[src/rtl/pc_loader_16.sv]
// 16-bit program counter from four cascaded nibble stages, with a two-byte jump-target stager
// that commits the staged target to pc in a single parallel load.
module pc_loader_16 #(
   parameter logic [15:0] RESET_PC        = 16'h0000,
   parameter bit          INC_WHILE_ARMED = 1'b1
) (
   input  logic        clk,
   input  logic        clr_n,
   input  logic [7:0]  d,
   input  logic        we_lo,
   input  logic        we_hi,
   input  logic        jump,
   input  logic        cond,
   input  logic        inc,
   input  logic        cnt_en,
   output logic [15:0] pc,
   output logic [15:0] staged,
   output logic [1:0]  state,
   output logic [3:0]  nib_rco,
   output logic        rco,
   output logic        err
);

   typedef enum logic [1:0] {StEmpty = 2'd0, StHalf = 2'd1, StFull = 2'd2} st_e;

   st_e         st_q, st_d;
   logic [15:0] pc_q, pc_d;
   logic [15:0] staged_q, staged_d;
   logic        err_q, err_d;
   logic        enp;
   logic        load;
   logic [3:0]  ent;

   // Carry of stage i looks at every pc bit up to and including that nibble.
   for (genvar g = 0; g < 4; g++) begin : g_rco
      assign nib_rco[g] = cnt_en & (&pc_q[4*g+3:0]);
   end

   assign ent = {nib_rco[2:0], cnt_en};
   assign enp = inc & (INC_WHILE_ARMED || (st_q == StEmpty));
   assign load = jump & cond & (st_q == StFull);

   always_comb begin
      pc_d = pc_q;
      if (load) begin
         pc_d = staged_q;
      end else begin
         for (int i = 0; i < 4; i++) begin
            if (enp && ent[i]) pc_d[4*i +: 4] = pc_q[4*i +: 4] + 4'd1;
         end
      end
   end

   always_comb begin
      staged_d = staged_q;
      st_d     = st_q;
      err_d    = err_q;
      if (we_lo) staged_d[7:0]  = d;
      if (we_hi) staged_d[15:8] = d;
      if (jump) begin
         // A jump always empties the stager; a same-cycle low write re-arms it halfway.
         st_d = we_lo ? StHalf : StEmpty;
         if (st_q != StFull) err_d = 1'b1;
      end else begin
         unique case (st_q)
            StEmpty: if (we_lo) st_d = StHalf;
            StHalf:  if (we_hi) st_d = StFull;
            StFull:  st_d = StFull;
            default: st_d = StEmpty;
         endcase
      end
   end

   always_ff @(posedge clk or negedge clr_n) begin
      if (!clr_n) begin
         pc_q     <= RESET_PC;
         staged_q <= 16'h0000;
         st_q     <= StEmpty;
         err_q    <= 1'b0;
      end else begin
         pc_q     <= pc_d;
         staged_q <= staged_d;
         st_q     <= st_d;
         err_q    <= err_d;
      end
   end

   assign pc     = pc_q;
   assign staged = staged_q;
   assign state  = st_q;
   assign rco    = nib_rco[3];
   assign err    = err_q;

endmodule

[config.mk]
export PLATFORM = sky130hd
export DESIGN_NAME = pc_loader_16
export DESIGN_NICKNAME = d
export VERILOG_FILES = /design/src/rtl/pc_loader_16.sv
export SDC_FILE = /design/constraint.sdc
export NUM_CORES = 1
export LEC_CHECK = 0
export CORE_ASPECT_RATIO = 1.5
export CORE_UTILIZATION = 46
export CTS_CLUSTER_SIZE = 40
export DETAILED_ROUTE_END_ITERATION = 7
export PLACE_DENSITY = 0.8
export SLEW_MARGIN = 15
export SYNTH_ARGS = -nofsm -noshare
export SYNTH_HDL_FRONTEND = slang
export SYNTH_SLANG_ARGS = --single-unit
[constraint.sdc]
create_clock -name clk -period 2 [get_ports clk]
set_clock_uncertainty 0.05 [all_clocks]
set_input_delay 0.4 -clock clk [delete_from_list [all_inputs] [get_ports clk]]
set_output_delay 0.4 -clock clk [all_outputs]
set_load 0.02 [all_outputs]
==> flow_summary.json <==
{
  "crit_end": "nib_rco[0]",
  "ff2ff_path_depth": 6,
  "met3_usage_pct": 4.96,
  "start_kind": "flop",
  "ys_async_sr_fraction_pct": 100,
  "cp_data_arrival_time_ns": 1.54,
  "peakVddDrop_mv": 0.821,
  "grt_util_met1_pct": 26.8,
  "rows": 26,
  "synthesis.area_um2": 1720,
  "grt_pass1_wl_um": 7090,
  "clkLatencyLatePin_ns": 0.29,
  "synth.most_common_cell": "dfrtp_1",
  "path_max_fanout": 8,
  "yosys_register_bits": 35,
  "reg2reg_to": "pc[13]",
  "die_h_um": 77.0,
  "first_pass_iters": 4,
  "finalSetupViolCount": 0,
  "period_share_pct": 99.6,
  "ys_dominant_reg_cell": "dfrtp_1",
  "drtIter0Drc": 27,
  "cts_root_buf": "clkbuf_8",
  "numPortBuffers": 55,
  "ys_seq_area_share_pct": 50.8,
  "layout.cells.non_filler": 276,
  "slew_headroom_pct": 66.9,
  "antenna_found_initial": 0,
  "dpl.hpwl_um": 3280,
  "drive_gt1_share_pct": 26.5,
  "die-area_um2": 4000,
  "routabilityCongestion": 0.775,
  "drc_errors": 0,
  "antennaDiodeCount": 0,
  "fin_util_pct": 74.2,
  "fin_setup_tns_ns": 0,
  "cts.clk_slew.worst_paths_ns": 0.07,
  "synth_top_cells_by_area": "dfrtp_1 (51%), mux2_2 (10%), ha_1 (5.1%)",
  "dp.cells": 267,
  "vias_per_cell": 5.27,
  "cts_buffers": 5,
  "worstPathRequired_ns": 1.55,
  "comb_power_share_pct": 49.5,
  "regToRegSetupSlack_ns": 0.34,
  "fin_crit_ns": 1.99,
  "hold_slack_ns": 0.432,
  "clock-sinks": 35,
  "p_per_area_nw_per_um2": 1240,
  "routed_wl_um": 4240,
  "switchingPower_mw": 1.20,
  "vias": 1454,
  "multiInputGateArea_um2": 850,
  "grt.total_usage_pct": 24.5,
  "syn_nets": 179,
  "max_freq_mhz": 502,
  "ys_top_cells_by_count": "dfrtp_1 (35), mux2_2 (16), nand2_1 (15), nor2_1 (9), xnor2_1 (9)",
  "sequentialPowerShare_pct": 35.3,
  "coreArea_um2": 3480,
  "switching_share_pct": 37.7,
  "power.total_mw": 3.19,
  "path_class": "reg2out",
  "tightest_slew_ns": 0.495,
  "p_clk_share_pct": 15.2,
  "postSynthCellCount": 156,
  "use_met2_pct": 43.5,
  "syn_area_per_cell_um2": 11.1,
  "crit_path_start": "pc[0]",
  "regArea_um2": 882,
  "intPower_mw": 1.99,
  "syn_to_final_growth_pct": 49.7,
  "cts_tree": "built",
  "finalMaxSlewViolations": 0,
  "synth_edf_count": 0,
  "fillers": 243,
  "die_w_um": 52.0,
  "netlist.area_leader.share_pct": 50.8,
  "grt.busiest_layer": "met2",
  "first_global_vias": 1526,
  "grt_max_degree": 36,
  "crit_path_end_kind": "primary output",
  "worst_hold_path_type": "reg2reg",
  "nets": 256,
  "r2r_start": "pc[4]",
  "ant_nets": 0,
  "hold_depth": 1,
  "wl_per_cell_um": 15.3,
  "grt_overflow": 0,
  "final_hold_viol_count": 0,
  "power_leakage_nw": 1.08,
  "yosys_warnings": 0,
  "rsz0062_at_grt": "yes",
  "yosysTopAreaCell": "dfrtp_1",
  "start_util_pct": 49.5,
  "cts_hold_buf": 0,
  "cts_max_path_buffers": 2,
  "drv_cap": 0,
  "run_status": "finished clean",
  "ys_types": 27,
  "h-tree-depth": 2,
  "ios": 56
}
-- area by class of cell --
| class | count | area share [%] |
|---|---|---|
| well taps | 42 | 2.04 |
| clock buffers | 8 | 3.10 |
| multi-input cells | 108 | 32.9 |
| repair buffers | 76 | 26.8 |
| inverters | 7 | 1.02 |
| flip-flops and latches | 35 | 34.2 |
-- state kept, by name, indices dropped and copies added (netlist names) --
name,count
state,2
err,1
staged,16
pc,16
-- critical path, stage by stage, from the launching register on --
cell           delay [ns]
dfrtp_2              0.43
ha_4                 0.18
nand4_4              0.11
buf_4                0.18
inv_1                0.05
dlygate4sd2_1        0.31
-- timing repair --
item,CTS,global route
resized for setup,18,6
pin swaps,0,2
endpoints found under the setup margin,5,4
buffers inserted,1,0
-- power by group through the flow --
stage	registers (mW)	clock network, mW	logic [mW]
floorplan	1.41	0	0.439
global placement	1.10	0	1.49
detailed placement	1.12	0	1.55
CTS	1.11	0.493	1.58
global route	1.15	0.523	1.71
finish	1.13	0.485	1.58
-- how the worst min path moves through the flow --
stage | startpoint | endpoint
after floorplan | clr_n | err
after global placement | err | err
after detailed placement | err | err
after CTS | err | err
after global routing | err | err
final | err | err
-- per-stage QoR --
| step | setup slack, ns | cell area (um2) |
|---|---|---|
| after floorplan | -0.0244 | 1770 |
| final | 0.00876 | 2580 |
| after global routing | -0.0518 | 2580 |
| after CTS | -0.00553 | 2560 |
| after detailed placement | -0.580 | 2490 |
| after global placement | -0.570 | 2490 |
-- per-layer routing --
metal | wire, um | vias up
li1 | - | 691
met1 | 1570 | 707
met2 | 2410 | 44
met3 | 141 | 12
met4 | 110 | 0
met5 | 0 | -
-- cell usage in the layout, fill, tap and decap left out, drive strengths merged --
cell type	instances
mux2	16
nor2	9
clkbuf	8
mux2i	4
o21ai	13
dfrtp	35
nand4	2
nand2b	2
xnor2	9
and4	1
dlygate4sd2	2
nor3	6
buf	25
nand3	8
and3	2
ha	7
inv	7
nor4	2
clkdlybuf4s50	49
a31oi	1
nand2	15
xor2	3
a21o	1
a21oi	7
-- cells by family (layout without fill, tap and decap cells) --
kind of cell / count (synthesis) / in the layout / synth area share [%]
AO/OA/AOI/OAI: 22 / 22 / 6.60
XOR/XNOR: 12 / 12 / 6.10
adder cells (fa/ha/maj): 7 / 7 / 5.08
buffers and inverters: 13 / 91 / 3.19
flip-flops: 35 / 35 / 50.8
multiplexers: 20 / 20 / 12.8
AND/OR/NAND/NOR: 47 / 47 / 15.5
Note: power is estimated with default switching activity, not from simulation.
